===== src/rtl/mdr_result_buffer_pkg.sv =====
// Shared types for the MDR result buffer: operand/result widths, the buffered
// entry layout and the occupancy state encoding.
package pkg_system_mdr;

    localparam int DW        = 16;
    localparam int BUF_DEPTH = 2;

    typedef logic [DW-1:0]   data_in_t;
    typedef logic [2*DW-1:0] result_t;

    typedef struct packed {
        result_t  result;
        data_in_t remainder;
        logic     error;
    } result_entry_t;

    // Encoding equals occupancy so the state register doubles as the count.
    typedef enum logic [1:0] {
        EMPTY = 2'd0,
        ONE   = 2'd1,
        FULL  = 2'd2
    } buf_state_e;

endpackage


===== src/rtl/mdr_result_buffer.sv =====
// Two-entry first-word-fall-through holding buffer for MDR results with
// valid/ready delivery, full backpressure and a sticky overflow flag.
//
// state | meaning
// EMPTY | no entries, o_valid low
// ONE   | one entry at the read pointer
// FULL  | both slots occupied, o_full high
module mdr_result_buffer
    import pkg_system_mdr::*;
(
    input  logic     clk,
    input  logic     rst,
    input  logic     i_clear,
    input  logic     i_load,
    input  result_t  i_result,
    input  data_in_t i_remainder,
    input  logic     i_error,
    output logic     o_full,
    output logic     o_valid,
    input  logic     i_ready,
    output result_t  o_result,
    output data_in_t o_remainder,
    output logic     o_error,
    output logic [1:0] o_count,
    output logic     o_overflow
);

    buf_state_e    state_q;
    buf_state_e    state_d;
    logic          wr_ptr;
    logic          rd_ptr;
    logic          overflow_q;
    logic          push;
    logic          pop;
    logic          drop;
    result_entry_t mem [BUF_DEPTH];
    result_entry_t head;

    always_comb begin
        pop     = (state_q != EMPTY) & i_ready;
        push    = i_load & ((state_q != FULL) | pop);
        drop    = i_load & (state_q == FULL) & ~pop;
        state_d = state_q;
        case (state_q)
            EMPTY:   if (push) state_d = ONE;
            ONE: begin
                if (push && !pop)      state_d = FULL;
                else if (pop && !push) state_d = EMPTY;
            end
            FULL:    if (pop && !push) state_d = ONE;
            default: state_d = EMPTY;
        endcase
    end

    always_ff @(posedge clk or negedge rst) begin
        if (!rst) begin
            state_q    <= EMPTY;
            wr_ptr     <= 1'b0;
            rd_ptr     <= 1'b0;
            overflow_q <= 1'b0;
        end else if (i_clear) begin
            state_q    <= EMPTY;
            wr_ptr     <= 1'b0;
            rd_ptr     <= 1'b0;
            overflow_q <= 1'b0;
        end else begin
            state_q <= state_d;
            if (push) wr_ptr <= ~wr_ptr;
            if (pop)  rd_ptr <= ~rd_ptr;
            if (drop) overflow_q <= 1'b1;
        end
    end

    // Storage is zeroed only on reset; a flush leaves stale data behind the pointers.
    always_ff @(posedge clk or negedge rst) begin
        if (!rst) begin
            for (int i = 0; i < BUF_DEPTH; i++) begin
                mem[i] <= '0;
            end
        end else if (!i_clear && push) begin
            mem[wr_ptr] <= '{result: i_result, remainder: i_remainder, error: i_error};
        end
    end

    assign head        = mem[rd_ptr];
    assign o_result    = head.result;
    assign o_remainder = head.remainder;
    assign o_error     = head.error;
    assign o_valid     = (state_q != EMPTY);
    assign o_full      = (state_q == FULL);
    assign o_count     = state_q;
    assign o_overflow  = overflow_q;

endmodule


===== config.mk =====
export PLATFORM = sky130hd
export DESIGN_NAME = mdr_result_buffer
export DESIGN_NICKNAME = d
export VERILOG_FILES = /design/src/rtl/mdr_result_buffer_pkg.sv /design/src/rtl/mdr_result_buffer.sv
export SDC_FILE = /design/constraint.sdc
export NUM_CORES = 1
export LEC_CHECK = 0
export ABC_AREA = 1
export BUFFER_PORTS_ARGS = -buffer_cell sky130_fd_sc_hd__buf_2
export CAP_MARGIN = 20
export CORE_ASPECT_RATIO = 1.2
export CORE_MARGIN = 5
export CORE_UTILIZATION = 48
export DETAILED_ROUTE_END_ITERATION = 12
export GPL_ROUTABILITY_DRIVEN = 1
export PLACE_DENSITY_LB_ADDON = 0.15
export SLEW_MARGIN = 20
export SYNTH_ARGS = -nofsm -noshare
export SYNTH_HDL_FRONTEND = slang
export SYNTH_SLANG_ARGS = --single-unit

===== constraint.sdc =====
create_clock -name clk -period 1.2 [get_ports clk]
set_clock_uncertainty 0.05 [all_clocks]
set_input_delay 0.06 -clock clk [delete_from_list [all_inputs] [get_ports clk]]
set_output_delay 0.06 -clock clk [all_outputs]
set_load 0.01 [all_outputs]

; Word level (Yosys, flattened, before mapping)
; Cells that the tools add are included.
[op_classes]
n_lt_le_gt_ge = 3
n_eq_ne = 6
n_reduce_logical = 13
bitwise_logic = 10
n_mux = 18
[op_table]
columns = cell, count
row1 = 49-bit 2-to-1 mux, 4
row2 = 98-bit bitwise mux, 1
row3 = 49-bit demux with 1-bit select, 1
row4 = 2-bit 2-to-1 mux, 5
row5 = 2-bit nonzero test, 4
row6 = 1-bit 2-to-1 mux, 6
row7 = 2-bit case mux with 3 select lines, 1
row8 = 1-bit bitwise AND, 4
row9 = "2-bit greater-or-equal comparator, second input constant", 2
row10 = 1-bit logical AND, 4
row11 = "4-bit inequality test, second input constant", 1
row12 = 1-bit NOT with 2-bit output, 2
row13 = 1-bit zero test, 3
row14 = "3-bit by 2-bit inequality test with 1-bit output, second input constant", 1
row15 = "3-bit inequality test, second input constant", 1
row16 = 1-bit NOT, 3
row17 = 3-bit AND reduction, 1
row18 = "2-bit by 1-bit == test with 1-bit output, second input constant", 1
row19 = "2-bit == test, second input constant", 1
row20 = 2-bit zero test, 1
row21 = "2-bit by 1-bit less-than comparator with 1-bit output, second input constant", 1
row22 = "2-bit inequality test, second input constant", 1
row23 = 1-bit bitwise OR, 1
[word_totals]
elab_cells = 60
out_inout_bits = 54
input_bits = 54
reg_bits = 103

; Depth between registers and ports, before layout
[depth]
word_depth = 10
mapped_depth = 8
mapped_depth_nobuf = 7

; Worst setup path before layout
; No wires, ideal clock.
[synth_path]
path_kind = register to register
startpoint = register state_q[0], in the netlist o_count[0]
endpoint = register mem[18] (netlist name)
period_less_slack_ns = 1.369
setup_time_ns = 0.131
setup_slack_ns = -0.169
path_buffers = 1
required_ns = 1.019
path_stages_with_launch = 6
arrival_time_ns = 1.188
path_cell_list = dfrtp_1 -> nor2_4 -> nand2_4 -> nand4_4 -> clkbuf_1 -> o21ai_0
[synth_between]
elab_chain_len = 5
word_cells_on_any_way = 6
classes_between = eq/ne (1) / bitwise (3) / reduce/logical (2)
[synth_lines]
columns = element, line_no
row1 = start: declaration, mdr_result_buffer.sv:28  ; buf_state_e state_q;
row2 = start signal: assignment, mdr_result_buffer.sv:67  ; state_q <= state_d;
row3 = 2-bit nonzero test, mdr_result_buffer.sv:40  ; pop = (state_q != EMPTY) & i_ready;
row4 = 1-bit bitwise AND, mdr_result_buffer.sv:40
row5 = 1-bit bitwise OR *, mdr_result_buffer.sv:41  ; push = i_load & ((state_q != FULL) | pop);
row6 = 1-bit bitwise AND *, mdr_result_buffer.sv:41
row7 = 1-bit logical AND *, mdr_result_buffer.sv:80  ; end else if (!i_clear && push) begin
row8 = end signal: indexed assignment, mdr_result_buffer.sv:81  ; mem[wr_ptr] <= '{result: i_result, remainder: i_remainder, error: i_error};
row9 = end: declaration, mdr_result_buffer.sv:36  ; result_entry_t mem [BUF_DEPTH];
; Every way passes the cells marked *; elsewhere a longest branch is shown, timed or not.
; A chain may end at the register's enable or synchronous reset.

; Worst setup path in the final report
[layout_path]
startpoint = register state_q[1], in the netlist o_count[1]
endpoint = register mem[35] (netlist name)
; Same word-level chain as after synthesis.

==> flow_metrics.tcl <==
set metrics [dict create \
    outcome "finished, violations left" \
    violations "negative setup slack" \
    drv_slew 0 \
    max_cap_violations 0 \
    timing.reg2reg.setup_slack_ps -350 \
    number_of_nets_in_the_layout 807 \
    fin_ws_ps -353 \
    critical_path.cell_chain "inv_2, nor2_4, nand2_4, nand4_4, buf_8, buf_12, buf_16, nand2_2, o21ai_1" \
    port_buffers 107 \
    pwr-share-comb 0.322 \
    initial_utilization 0.485 \
    synth_largest_area_cell "sky130_fd_sc_hd__dfrtp_1" \
    worst_setup_hold_path_clk_slew_ps 70 \
    syn2layout_area_growth_pct 67.7 \
    dpl.cell_count 777 \
    route.detailed.wl_per_inst_um 17.6 \
    ant_nets 0 \
    portion_of_total_power_attributed_to_the_clock_network 0.247 \
    clock_sink_count 103 \
    synth_area_mm2 0.00455 \
    reg2reg_end "mem[35]" \
    first_pass_iters 6 \
    switching_power_w 0.00383 \
    min-delay-path-class "input port to flip-flop" \
    grt_start_max_net_pins 69 \
    netlist_instances 562 \
    synth_cell_type_count 18 \
    switching_share 0.337 \
    critical_path_arrival_ps 1730 \
    first_global_vias 4514 \
    synth_seq_area_share 0.567 \
    crit_buf_inv 4 \
    clock_tree.root_cell "sky130_fd_sc_hd__clkbuf_16" \
    standard_cell_core_area_mm2 0.00937 \
    post_route_cells_drive_above_1_share 0.454 \
    layout.filler_cells 556 \
    cts_made_buffers 9 \
    finalHoldViolCount 0 \
    ys_warn_count 0 \
    worst-slew-pin-transition_ps 466 \
    hold_path_cell_cnt 4 \
    layout_min_cycle_time_ps 1550 \
    postSynthAreaPerCell_um2 8.09 \
    worstSetupStartpointType "flip-flop" \
    synthTopCellsByArea "sky130_fd_sc_hd__dfrtp_1 (57%), sky130_fd_sc_hd__nand2_1 (21%), sky130_fd_sc_hd__o21ai_0 (9.7%)" \
    final_util 0.814 \
    cts-htree-levels 3 \
    grt_pass1_wl_mm 22.5 \
    boundary_pins 108 \
    cp_data_required_time_ps 1380 \
    cp_max_fo 5 \
    fin_tns_setup_ps -39620 \
    worst_vdd_drop_uv 1510 \
    die_width_um 98.8 \
    finalCritPeriodShare 1.29 \
    top_cell_type_s_share_of_synthesized_area 0.567 \
    capturing_element_type_of_the_critical_path "flip-flop" \
    tot_gr_track_use 0.251 \
    report.final.setup_viol 153 \
    drt_drc_violations_left 0 \
    slowest_delay_ps 410 \
    report.power.total_w 0.0114 \
    tritoncts "yes" \
    seq_power_share 0.431 \
    post-place-ws_ps -79.8 \
    num_antenna_cells 0 \
    vias 4571 \
    num_rows 39 \
    dp_hpwl_mm 6.80 \
    clock_insertion_delay_worst_skew_ps 350 \
    timing.critical_path.max_delay_family "buffers and inverters" \
    total_congestion_overflow 0 \
    initialDrtViolationCount 256 \
    pwr_density_cell_mw_per_mm2 1490 \
    die_area_mm2 0.0115 \
    synth_nets 616 \
    internal_power_consumption_w 0.00754 \
    criticalPathCategory "flip-flop to flip-flop" \
    grt_setup_unrepaired "true" \
    slowest_stage_cell_cp "sky130_fd_sc_hd__dfrtp_1" \
    vias_per_cell 5.19 \
    fmax_ghz 0.644 \
    dieHeight_um 117 \
    rr_worst_depth 9 \
    grt_antenna_before_repair 0 \
    clockBufferDepth 2 \
    min_to "rd_ptr" \
    min-delay-start "i_clear" \
    timing.slew.headroom 0.690 \
    power.static_leakage_nw 3.96 \
    gp_congestion 0.724 \
    routed_wl_mm 15.5 \
    synth-seq-cells 103 \
    finish.cell_count_without_fillers 881 \
    worst_r2r_startpoint "o_count[1]" \
]
-- routing by layer --
metal | share of wire | global-route usage | vias up
li1 | - | - | 2146
met3 | 0.046 | 0.0430 | 24
met5 | 0 | 0 | -
met1 | 0.40 | 0.320 | 2260
met4 | 0.021 | 0.0920 | 0
met2 | 0.53 | 0.431 | 141
-- worst max-delay path by stage --
stage                    start      end  slack, ps  cells past startpoint
floorplan           o_count[1]  mem[28]       -140                      8
global placement    o_count[0]  mem[89]        -30                      5
detailed placement  o_count[0]  mem[72]        -80                      5
CTS                 o_count[1]  mem[84]       -280                      9
global route        o_count[1]  mem[35]       -380                      9
finish              o_count[1]  mem[35]       -350                      9
-- placed cells by master, fill, tap and decap left out, types with 2 or more instances in the layout --
cell type,n
sky130_fd_sc_hd__clkbuf_1,2
sky130_fd_sc_hd__nand3_1,2
sky130_fd_sc_hd__dfrtp_1,101
sky130_fd_sc_hd__buf_8,6
sky130_fd_sc_hd__inv_2,2
sky130_fd_sc_hd__clkinv_2,2
sky130_fd_sc_hd__clkbuf_8,2
sky130_fd_sc_hd__clkbuf_16,12
sky130_fd_sc_hd__buf_2,97
sky130_fd_sc_hd__o21ai_2,63
sky130_fd_sc_hd__dlygate4sd3_1,51
sky130_fd_sc_hd__nand2_1,161
sky130_fd_sc_hd__inv_1,53
sky130_fd_sc_hd__dfrtp_2,2
sky130_fd_sc_hd__nor2_1,2
sky130_fd_sc_hd__buf_6,21
sky130_fd_sc_hd__o21ai_1,27
sky130_fd_sc_hd__buf_4,5
sky130_fd_sc_hd__nand4_1,3
sky130_fd_sc_hd__nand2_4,35
sky130_fd_sc_hd__buf_16,16
sky130_fd_sc_hd__nand2_2,57
sky130_fd_sc_hd__nand3_2,2
sky130_fd_sc_hd__buf_12,13
sky130_fd_sc_hd__o21ai_0,10
sky130_fd_sc_hd__nand4_4,2
-- power by group through the flow --
stage / sequential (W) / clock (W) / combinational, W
5_1_grt: 0.00498 / 0.00298 / 0.00399
3_5_place_dp: 0.00469 / 0 / 0.00231
3_3_place_gp: 0.00466 / 0 / 0.00226
2_1_floorplan: 0.00460 / 0 / 0.00143
4_1_cts: 0.00472 / 0.00283 / 0.00294
6_report: 0.00490 / 0.00281 / 0.00367
-- through the flow --
| stage | cell area [µm²] | hold WS [ps] |
|---|---|---|
| 2_1_floorplan | 4580 | -286 |
| 3_3_place_gp | 5270 | 50.9 |
| 3_5_place_dp | 5270 | 51.5 |
| 4_1_cts | 6950 | 9.84 |
| 5_1_grt | 7620 | 27.2 |
| 6_report | 7620 | 22.5 |
-- final cells by class --
| type | instances | area, µm² | area share |
|---|---|---|---|
| well taps | 123 | 154 | 0.0202 |
| clock buffers | 13 | 260 | 0.0341 |
| inverters | 57 | 221 | 0.0291 |
| repair buffers | 212 | 2140 | 0.280 |
| multi-input cells | 370 | 2250 | 0.296 |
| clock inverters | 3 | 17.5 | 0.00230 |
| flip-flops and latches | 103 | 2580 | 0.338 |
-- synth_stat cells (all sizes together) --
master / count
nand2: 253
dfrtp: 103
o21ai: 100
inv: 57
clkbuf: 19
buf: 13
nand3: 5
nand4: 5
nor2: 4
a21oi: 2
a31oi: 1
-- cell families (layout without fill, tap and decap cells) --
| logic type | after synthesis | after routing | share of synthesized area |
|---|---|---|---|
| AND/OR/NAND/NOR | 267 | 267 | 0.235 |
| AO/OA/AOI/OAI | 103 | 103 | 0.114 |
| flip-flops | 103 | 103 | 0.567 |
| buffers and inverters | 89 | 285 | 0.0848 |
-- flip-flops by register name, indices dropped and copies added, names as in the netlist --
signal      count
rd_ptr          1
o_overflow      1
wr_ptr          1
o_count         2
mem            98
-- tightest hold or removal path: cells and delay by family --
kind            cells  cell delay [ps]
compound gates      2              120
buf+inv             2              200
-- timing repair --
item	in CTS	in global routing
hold buffers	51	0
pin swaps	1	5
buffers inserted	16	8
resized for setup	144	179
cloned	16	5
setup endpoints to repair	150	153
hold endpoints to repair	204	0
(Power assumes the default switching activity.)
